**config.mk**
```make
export PLATFORM = sky130hd
export DESIGN_NAME = song_sequencer
export DESIGN_NICKNAME = d
export VERILOG_FILES = /design/src/rtl/song_sequencer_pkg.sv /design/src/rtl/song_sequencer_rom.sv /design/src/rtl/song_sequencer.sv
export SDC_FILE = /design/constraint.sdc
export NUM_CORES = 1
export LEC_CHECK = 0
export BUFFER_PORTS_ARGS = -buffer_cell sky130_fd_sc_hd__buf_2
export CORE_AREA = 5 5 83 85
export CTS_CLUSTER_DIAMETER = 30
export DETAILED_ROUTE_END_ITERATION = 6
export DIE_AREA = 0 0 88 90
export GPL_TIMING_DRIVEN = 0
export PLACE_DENSITY = 0.56
export SETUP_SLACK_MARGIN = 0.05
export SYNTH_ARGS = -nofsm -noshare
export SYNTH_HDL_FRONTEND = slang
export SYNTH_SLANG_ARGS = --single-unit
```
**constraint.sdc**
```tcl
create_clock -name clk -period 3.1 [get_ports clk]
set_input_delay 0.465 -clock clk [delete_from_list [all_inputs] [get_ports clk]]
set_output_delay 0.465 -clock clk [all_outputs]
set_load 0.02 [all_outputs]
```
**src/rtl/song_sequencer_pkg.sv**
```systemverilog
`default_nettype none
// ============================================================================
// Module      : song_sequencer_pkg
// Description : Shared FSM encoding, end-of-song terminator and the compiled-in
//               song image used by song_rom.
// Revision    : 1.0 - initial release
// ============================================================================
package song_sequencer_pkg;

    typedef enum logic [2:0] {
        S_IDLE  = 3'd0,
        S_FETCH = 3'd1,
        S_CHECK = 3'd2,
        S_WAIT  = 3'd3,
        S_PAUSE = 3'd4,
        S_DONE  = 3'd5,
        S_END   = 3'd6
    } state_t;

    // A duration of zero marks the end of a song shorter than SONG_LEN.
    localparam int DUR_END = 0;

    // Song s (taken modulo 4) has a fixed length; song 1 fills every slot.
    function automatic int image_len(input int s, input int song_len);
        case (s % 4)
            0:       return 3;
            1:       return song_len;
            2:       return 5;
            default: return 2;
        endcase
    endfunction

    function automatic int image_note(input int s, input int i, input int song_len);
        if (i >= image_len(s, song_len)) return 0;
        case (s % 4)
            0:       return 10 + i;
            1:       return i + 1;
            2:       return 40 + i;
            default: return 60 + i;
        endcase
    endfunction

    function automatic int image_dur(input int s, input int i, input int song_len);
        if (i >= image_len(s, song_len)) return DUR_END;
        case (s % 4)
            0:       return 2 + i;
            1:       return i + 1;
            2:       return 7;
            default: return 3;
        endcase
    endfunction

endpackage
`default_nettype wire

```
**src/rtl/song_sequencer_rom.sv**
```systemverilog
`default_nettype none
// ============================================================================
// Module      : song_rom
// Description : Synchronous song ROM, one-cycle read, word = {note, duration},
//               address = {song, idx}. An empty ROM_FILE builds a blank ROM.
// Revision    : 1.0 - initial release
// ============================================================================
module song_rom
    import song_sequencer_pkg::*;
#(
    parameter string ROM_FILE  = "songs.mem",
    parameter int    NUM_SONGS = 4,
    parameter int    SONG_LEN  = 32,
    parameter int    NOTE_W    = 6,
    parameter int    DUR_W     = 6,
    localparam int   SONG_W    = $clog2(NUM_SONGS),
    localparam int   IDX_W     = $clog2(SONG_LEN),
    localparam int   ADDR_W    = SONG_W + IDX_W,
    localparam int   WIDTH     = NOTE_W + DUR_W
)(
    input  logic              clk,
    input  logic [ADDR_W-1:0] i_addr,
    output logic [WIDTH-1:0]  o_data
);

    logic [WIDTH-1:0] w_word;
    logic [WIDTH-1:0] r_data;

    generate
        if (ROM_FILE == "") begin : g_blank
            // Every word is a terminator, so any song ends immediately.
            assign w_word = '0;
        end else begin : g_image
            int          w_song;
            int          w_idx;
            logic [31:0] w_note_v;
            logic [31:0] w_dur_v;

            always_comb begin
                w_song   = int'(i_addr[ADDR_W-1:IDX_W]);
                w_idx    = int'(i_addr[IDX_W-1:0]);
                w_note_v = 32'(image_note(w_song, w_idx, SONG_LEN));
                w_dur_v  = 32'(image_dur(w_song, w_idx, SONG_LEN));
                w_word   = {w_note_v[NOTE_W-1:0], w_dur_v[DUR_W-1:0]};
            end
        end
    endgenerate

    always_ff @(posedge clk) begin
        r_data <= w_word;
    end

    assign o_data = r_data;

endmodule
`default_nettype wire

```
**src/rtl/song_sequencer.sv**
```systemverilog
`default_nettype none
// ============================================================================
// Module      : song_sequencer
// Description : Steps through the selected song one note at a time, handshaking
//               with note_player. Optional SONG_SEQ_LOOP_EN adds a loop input.
// Revision    : 1.0 - initial release
// ============================================================================
module song_sequencer
    import song_sequencer_pkg::*;
#(
    parameter int    NUM_SONGS = 4,
    parameter int    SONG_LEN  = 32,
    parameter int    NOTE_W    = 6,
    parameter int    DUR_W     = 6,
    parameter string ROM_FILE  = "songs.mem",
    localparam int   SONG_W    = $clog2(NUM_SONGS),
    localparam int   IDX_W     = $clog2(SONG_LEN)
)(
    input  logic              clk,
    input  logic              reset,
    input  logic              play,
    input  logic [SONG_W-1:0] song,
    input  logic              note_done,
    output logic [NOTE_W-1:0] note,
    output logic [DUR_W-1:0]  duration,
    output logic              new_note,
    output logic              song_done
`ifdef SONG_SEQ_LOOP_EN
    ,
    input  logic              loop
`endif
);

    localparam logic [IDX_W-1:0] c_LAST_IDX = IDX_W'(SONG_LEN - 1);
    localparam logic [DUR_W-1:0] c_DUR_END  = DUR_W'(DUR_END);

    state_t                   r_state;
    state_t                   w_state_nxt;
    logic [IDX_W-1:0]         r_idx;
    logic [IDX_W-1:0]         w_idx_nxt;
    logic [SONG_W-1:0]        r_cur_song;
    logic [SONG_W-1:0]        w_song_nxt;
    logic [NOTE_W-1:0]        r_note;
    logic [DUR_W-1:0]         r_duration;
    logic                     r_issue;
    logic                     r_new_note;
    logic                     r_song_done;
    logic                     w_abort;
    logic                     w_issue;
    logic                     w_loop;
    logic [NOTE_W+DUR_W-1:0]  w_rom_data;
    logic [NOTE_W-1:0]        w_rom_note;
    logic [DUR_W-1:0]         w_rom_dur;

`ifdef SONG_SEQ_LOOP_EN
    assign w_loop = loop;
`else
    assign w_loop = 1'b0;
`endif

    song_rom #(
        .ROM_FILE  (ROM_FILE),
        .NUM_SONGS (NUM_SONGS),
        .SONG_LEN  (SONG_LEN),
        .NOTE_W    (NOTE_W),
        .DUR_W     (DUR_W)
    ) u_rom (
        .clk    (clk),
        .i_addr ({r_cur_song, r_idx}),
        .o_data (w_rom_data)
    );

    assign w_rom_note = w_rom_data[NOTE_W+DUR_W-1:DUR_W];
    assign w_rom_dur  = w_rom_data[DUR_W-1:0];

    always_comb begin
        w_state_nxt = r_state;
        w_idx_nxt   = r_idx;
        w_song_nxt  = r_cur_song;
        w_abort     = 1'b0;

        case (r_state)
            S_IDLE: begin
                if (play) begin
                    w_song_nxt  = song;
                    w_idx_nxt   = '0;
                    w_state_nxt = S_FETCH;
                end
            end
            S_FETCH: w_state_nxt = S_CHECK;
            S_CHECK: begin
                w_state_nxt = (w_rom_dur == c_DUR_END) ? S_DONE : S_WAIT;
            end
            S_WAIT: begin
                if (note_done) begin
                    if (r_idx == c_LAST_IDX) begin
                        w_state_nxt = S_DONE;
                    end else begin
                        w_idx_nxt   = r_idx + 1'b1;
                        w_state_nxt = play ? S_FETCH : S_PAUSE;
                    end
                end
            end
            S_PAUSE: begin
                if (play) w_state_nxt = S_FETCH;
            end
            S_DONE: begin
                w_idx_nxt   = '0;
                w_state_nxt = (w_loop && play) ? S_FETCH : S_END;
            end
            S_END: begin
                if (!play) w_state_nxt = S_IDLE;
            end
            default: w_state_nxt = S_IDLE;
        endcase

        // A new selection mid-song restarts it, overriding any note_done.
        if ((r_state == S_FETCH || r_state == S_CHECK ||
             r_state == S_WAIT  || r_state == S_PAUSE) && (song != r_cur_song)) begin
            w_abort     = 1'b1;
            w_idx_nxt   = '0;
            w_song_nxt  = song;
            w_state_nxt = play ? S_FETCH : S_IDLE;
        end

        w_issue = (r_state == S_CHECK) && (w_rom_dur != c_DUR_END) && !w_abort;
    end

    always_ff @(posedge clk) begin
        if (reset) begin
            r_state     <= S_IDLE;
            r_idx       <= '0;
            r_cur_song  <= '0;
            r_note      <= '0;
            r_duration  <= '0;
            r_issue     <= 1'b0;
            r_new_note  <= 1'b0;
            r_song_done <= 1'b0;
        end else begin
            r_state    <= w_state_nxt;
            r_idx      <= w_idx_nxt;
            r_cur_song <= w_song_nxt;
            if (w_issue) begin
                r_note     <= w_rom_note;
                r_duration <= w_rom_dur;
            end
            // The pulse trails the data by one cycle; an abort in between drops it.
            r_issue     <= w_issue;
            r_new_note  <= r_issue && (r_state == S_WAIT) && !w_abort;
            r_song_done <= (r_state == S_DONE);
        end
    end

    assign note      = r_note;
    assign duration  = r_duration;
    assign new_note  = r_new_note;
    assign song_done = r_song_done;

endmodule
`default_nettype wire

```
==> out/results.ini <==
[status]
status=complete, no violations

[cells_and_area]
share_of_cells_above_drive_strength_1=0.137
layout.nets=287
final.fill_count=649
area_growth_pct=14.5
num_antenna_cells=0

[yosys]
synth_top_area_share=0.365
nets_in_the_synthesized_netlist=261
synth_enable_flop_cells=0
synthesis.yosys.warnings=0
synthXorXnorAreaFrac=0.0302
synth_compound_gate_area_share=0.161
synth_area_leaders=sky130_fd_sc_hd__dfxtp_1 (36%), sky130_fd_sc_hd__ha_1 (11%), sky130_fd_sc_hd__mux2i_1 (7.4%), sky130_fd_sc_hd__nor2_1 (5.2%), sky130_fd_sc_hd__a21oi_1 (4.4%)
yosys.area_share.adder=0.111
synth_commonest_cells=sky130_fd_sc_hd__dfxtp_1 (37), sky130_fd_sc_hd__nor2_1 (28), sky130_fd_sc_hd__nand2_1 (23)
post_synth.cell_area_avg_um2=8.57
yosys.area.top_type=sky130_fd_sc_hd__dfxtp_1
post_synth_mux_area_share=0.0739
post_synth_inst_count=237
synthesis.area_um2=2030
synth_async_sr_flop_share=0
combinational_family_with_the_most_area_after_synthesis=simple AND/OR/NAND/NOR gates
part_of_the_yosys_area_used_for_sequential_elements=0.365
synth_cell_type_count=44
synth-simple-area-share=0.188
yosysMostFrequentCell=sky130_fd_sc_hd__dfxtp_1
synth_seq_cells=37
synth_top_flop_cell=sky130_fd_sc_hd__dfxtp_1

[timing]
fmaxAchievable_ghz=0.356
timing.final.crit_share=0.906
rsz_0062_raised_after_global_routing=false
finalWorstPathRequiredPeriod_ns=2.81
final_max_slew_viol_count=0
setup_viol=0
final.setup_skew_ns=0.00213
setup_tns_ns=0
maxSlewHeadroom=0.644
worstMarginPinSlew_ns=0.520
finalHoldViolations=0

[clocking]
cts_repair_resize_count=0
tritoncts=done
post_cts_buffers=0
htreeDepth=2
ctsHoldBuffers=0
clk_pin_slew_worst_paths_ns=0.07
cts-buffers-inserted=5
insertion_delay_ns=0.28
numClockSinks=37
cts-root-buf=sky130_fd_sc_hd__clkbuf_8
clock_tree.buffer_depth=2

[worst_setup_path]
cp_top_family=compound AO/OA/AOI/OAI gates
endpoint_kind=flop
cp-start-kind=flop
timing.setup.critical_path_class=reg2reg
ff2ff_setup_slack_ns=0.29
max_stage_delay_ns=0.52
crit_chain=ha_1 > clkbuf_1 > clkbuf_1 > nor2_1 > ha_1 > inv_1 > a21boi_0 > o21ai_0 > a21oi_1 > a2111oi_0
worstSetupPathDepth=10
regToRegEndpoint=u_rom.o_data[9]
critPathRequiredTime_ns=3.22
critical_path.n_buffers_inverters=3
crit_slowest_cell=sky130_fd_sc_hd__a2111oi_0
path_max_fanout=10
worstPathArrival_ns=2.93
worst-r2r-cell-count=10
timing.rr.start=r_cur_song[0]

[floorplan]
start_util=0.331
io_pins=20
floorplan.core_area_um2=6130
core.rowCount=29
dieArea_um2=7920
chipWidth_um=88
die_h_um=90

[power]
peakVddDrop_mv=0.344
total_power_uw=1030
leakagePower_uw=0.00103
cellPowerDensity_nw_per_um2=442

[global_route]
grt_first_pass_wirelength_um=7870
number_of_global_route_vias_before_repair=1669
grt_start_max_net_pins=12
initial_antenna_violation_count=0
track_usage=0.125
globalRouteOverflowTotal=0

[drt]
drt_wl_total_um=4550
detail_route.vias_per_cell=5.05
firstDrtPassIters=4
antenna_left=0
route.detailed.drc=0
wl_per_cell_um=13.4
routed_via_count=1716
drt_first_iter_violations=61

[flow_run]
drv_cap=0

[placed_design]
place_hpwl_um=3370
gp_congestion=0.853
number_of_buffers_added_on_ports=19

[hold_path]
worstHoldPathType=in2reg
worst_hold_path.endpoint=song_done
hold_depth=2
worst_hold_startpoint=reset

[cell families after synthesis]
logic type | after synthesis
buffers and inverters | 30
and+or+nand+nor | 78
AOI/OAI and AO/OA | 52
xor gates and xnor gates | 7
adders and majority gates | 18
muxes | 15
DFF | 37
[final cells by class]
class	instances	area, um2	share of cell area
multi-input cells	170	1150	0.493
flip-flops and latches	37	741	0.318
well taps	77	96.3	0.0414
repair buffers	19	95.1	0.0409
plain buffers	17	95.1	0.0409
clock buffers	5	68.8	0.0296
inverters	13	48.8	0.0210
clock inverters	2	35.0	0.0151
[worst register-to-register path, stage by stage (launching register included)]
cell and delay [ns]:
sky130_fd_sc_hd__dfxtp_1 0.44, sky130_fd_sc_hd__ha_1 0.18, sky130_fd_sc_hd__clkbuf_1 0.34, sky130_fd_sc_hd__clkbuf_1 0.41
sky130_fd_sc_hd__nor2_1 0.10, sky130_fd_sc_hd__ha_1 0.28, sky130_fd_sc_hd__inv_1 0.05, sky130_fd_sc_hd__a21boi_0 0.06
sky130_fd_sc_hd__o21ai_0 0.16, sky130_fd_sc_hd__a21oi_1 0.12, sky130_fd_sc_hd__a2111oi_0 0.52
[cell usage in the layout, fill, tap and decap left out, types with 2 or more instances in the layout]
| cell | n |
|---|---|
| sky130_fd_sc_hd__a221oi_1 | 3 |
| sky130_fd_sc_hd__a31oi_1 | 5 |
| sky130_fd_sc_hd__nand3b_1 | 2 |
| sky130_fd_sc_hd__clkbuf_1 | 11 |
| sky130_fd_sc_hd__mux2i_1 | 15 |
| sky130_fd_sc_hd__nand3_1 | 3 |
| sky130_fd_sc_hd__nand2_1 | 23 |
| sky130_fd_sc_hd__nor2_1 | 28 |
| sky130_fd_sc_hd__o21ai_0 | 9 |
| sky130_fd_sc_hd__nor3_1 | 7 |
| sky130_fd_sc_hd__inv_1 | 13 |
| sky130_fd_sc_hd__a22oi_1 | 2 |
| sky130_fd_sc_hd__nor4_1 | 3 |
| sky130_fd_sc_hd__nand2b_1 | 2 |
| sky130_fd_sc_hd__dfxtp_1 | 37 |
| sky130_fd_sc_hd__clkbuf_8 | 5 |
| sky130_fd_sc_hd__a21oi_1 | 18 |
| sky130_fd_sc_hd__o21a_1 | 2 |
| sky130_fd_sc_hd__xnor2_1 | 6 |
| sky130_fd_sc_hd__buf_2 | 22 |
| sky130_fd_sc_hd__ha_1 | 18 |
| sky130_fd_sc_hd__a211oi_1 | 4 |
[per-layer routing]
metal | up-vias | global-route usage | share of wire
met2 | 39 | 0.193 | 0.46
met4 | 0 | 0.0639 | 0.013
li1 | 873 | - | -
met5 | - | 0 | 0
met3 | 4 | 0.0238 | 0.034
met1 | 800 | 0.162 | 0.49
[through the flow]
stage          hold WS, ns  setup slack, ns  instance area [um2]   util  cells
2_1_floorplan        0.395            0.888                 2030      -    237
3_3_place_gp         0.411            0.317                 2220  0.363    333
3_5_place_dp         0.413            0.320                 2220  0.363    333
4_1_cts              0.365            0.318                 2330  0.380    340
5_1_grt              0.390           0.0702                 2330  0.380    340
6_report             0.372            0.292                 2330  0.380    340
[worst max-delay path by stage]
| stage | start | end | slack [ns] |
|---|---|---|---|
| global route | r_cur_song[0] | u_rom.o_data[9] | 0.07 |
| detailed placement | r_cur_song[0] | u_rom.o_data[9] | 0.32 |
| global placement | r_cur_song[0] | u_rom.o_data[9] | 0.32 |
| CTS | r_cur_song[0] | u_rom.o_data[9] | 0.32 |
| floorplan | r_cur_song[0] | u_rom.o_data[10] | 0.89 |
| finish | r_cur_song[0] | u_rom.o_data[9] | 0.29 |
[registers in the layout (all words and copies together) (netlist names)]
register,cells
r_state,3
u_rom.o_data,12
song_done,1
new_note,1
duration,6
r_idx,5
r_issue,1
r_cur_song,2
note,6
[report_power, final]
part           switching [uW]  leakage, uW  total (uW)  internal [uW]
Combinational            81.7     0.000672         128           46.2
Clock                     163    0.0000540         397            234
Sequential               9.35     0.000301         503            494
Power figures use the tool's default switching activity.
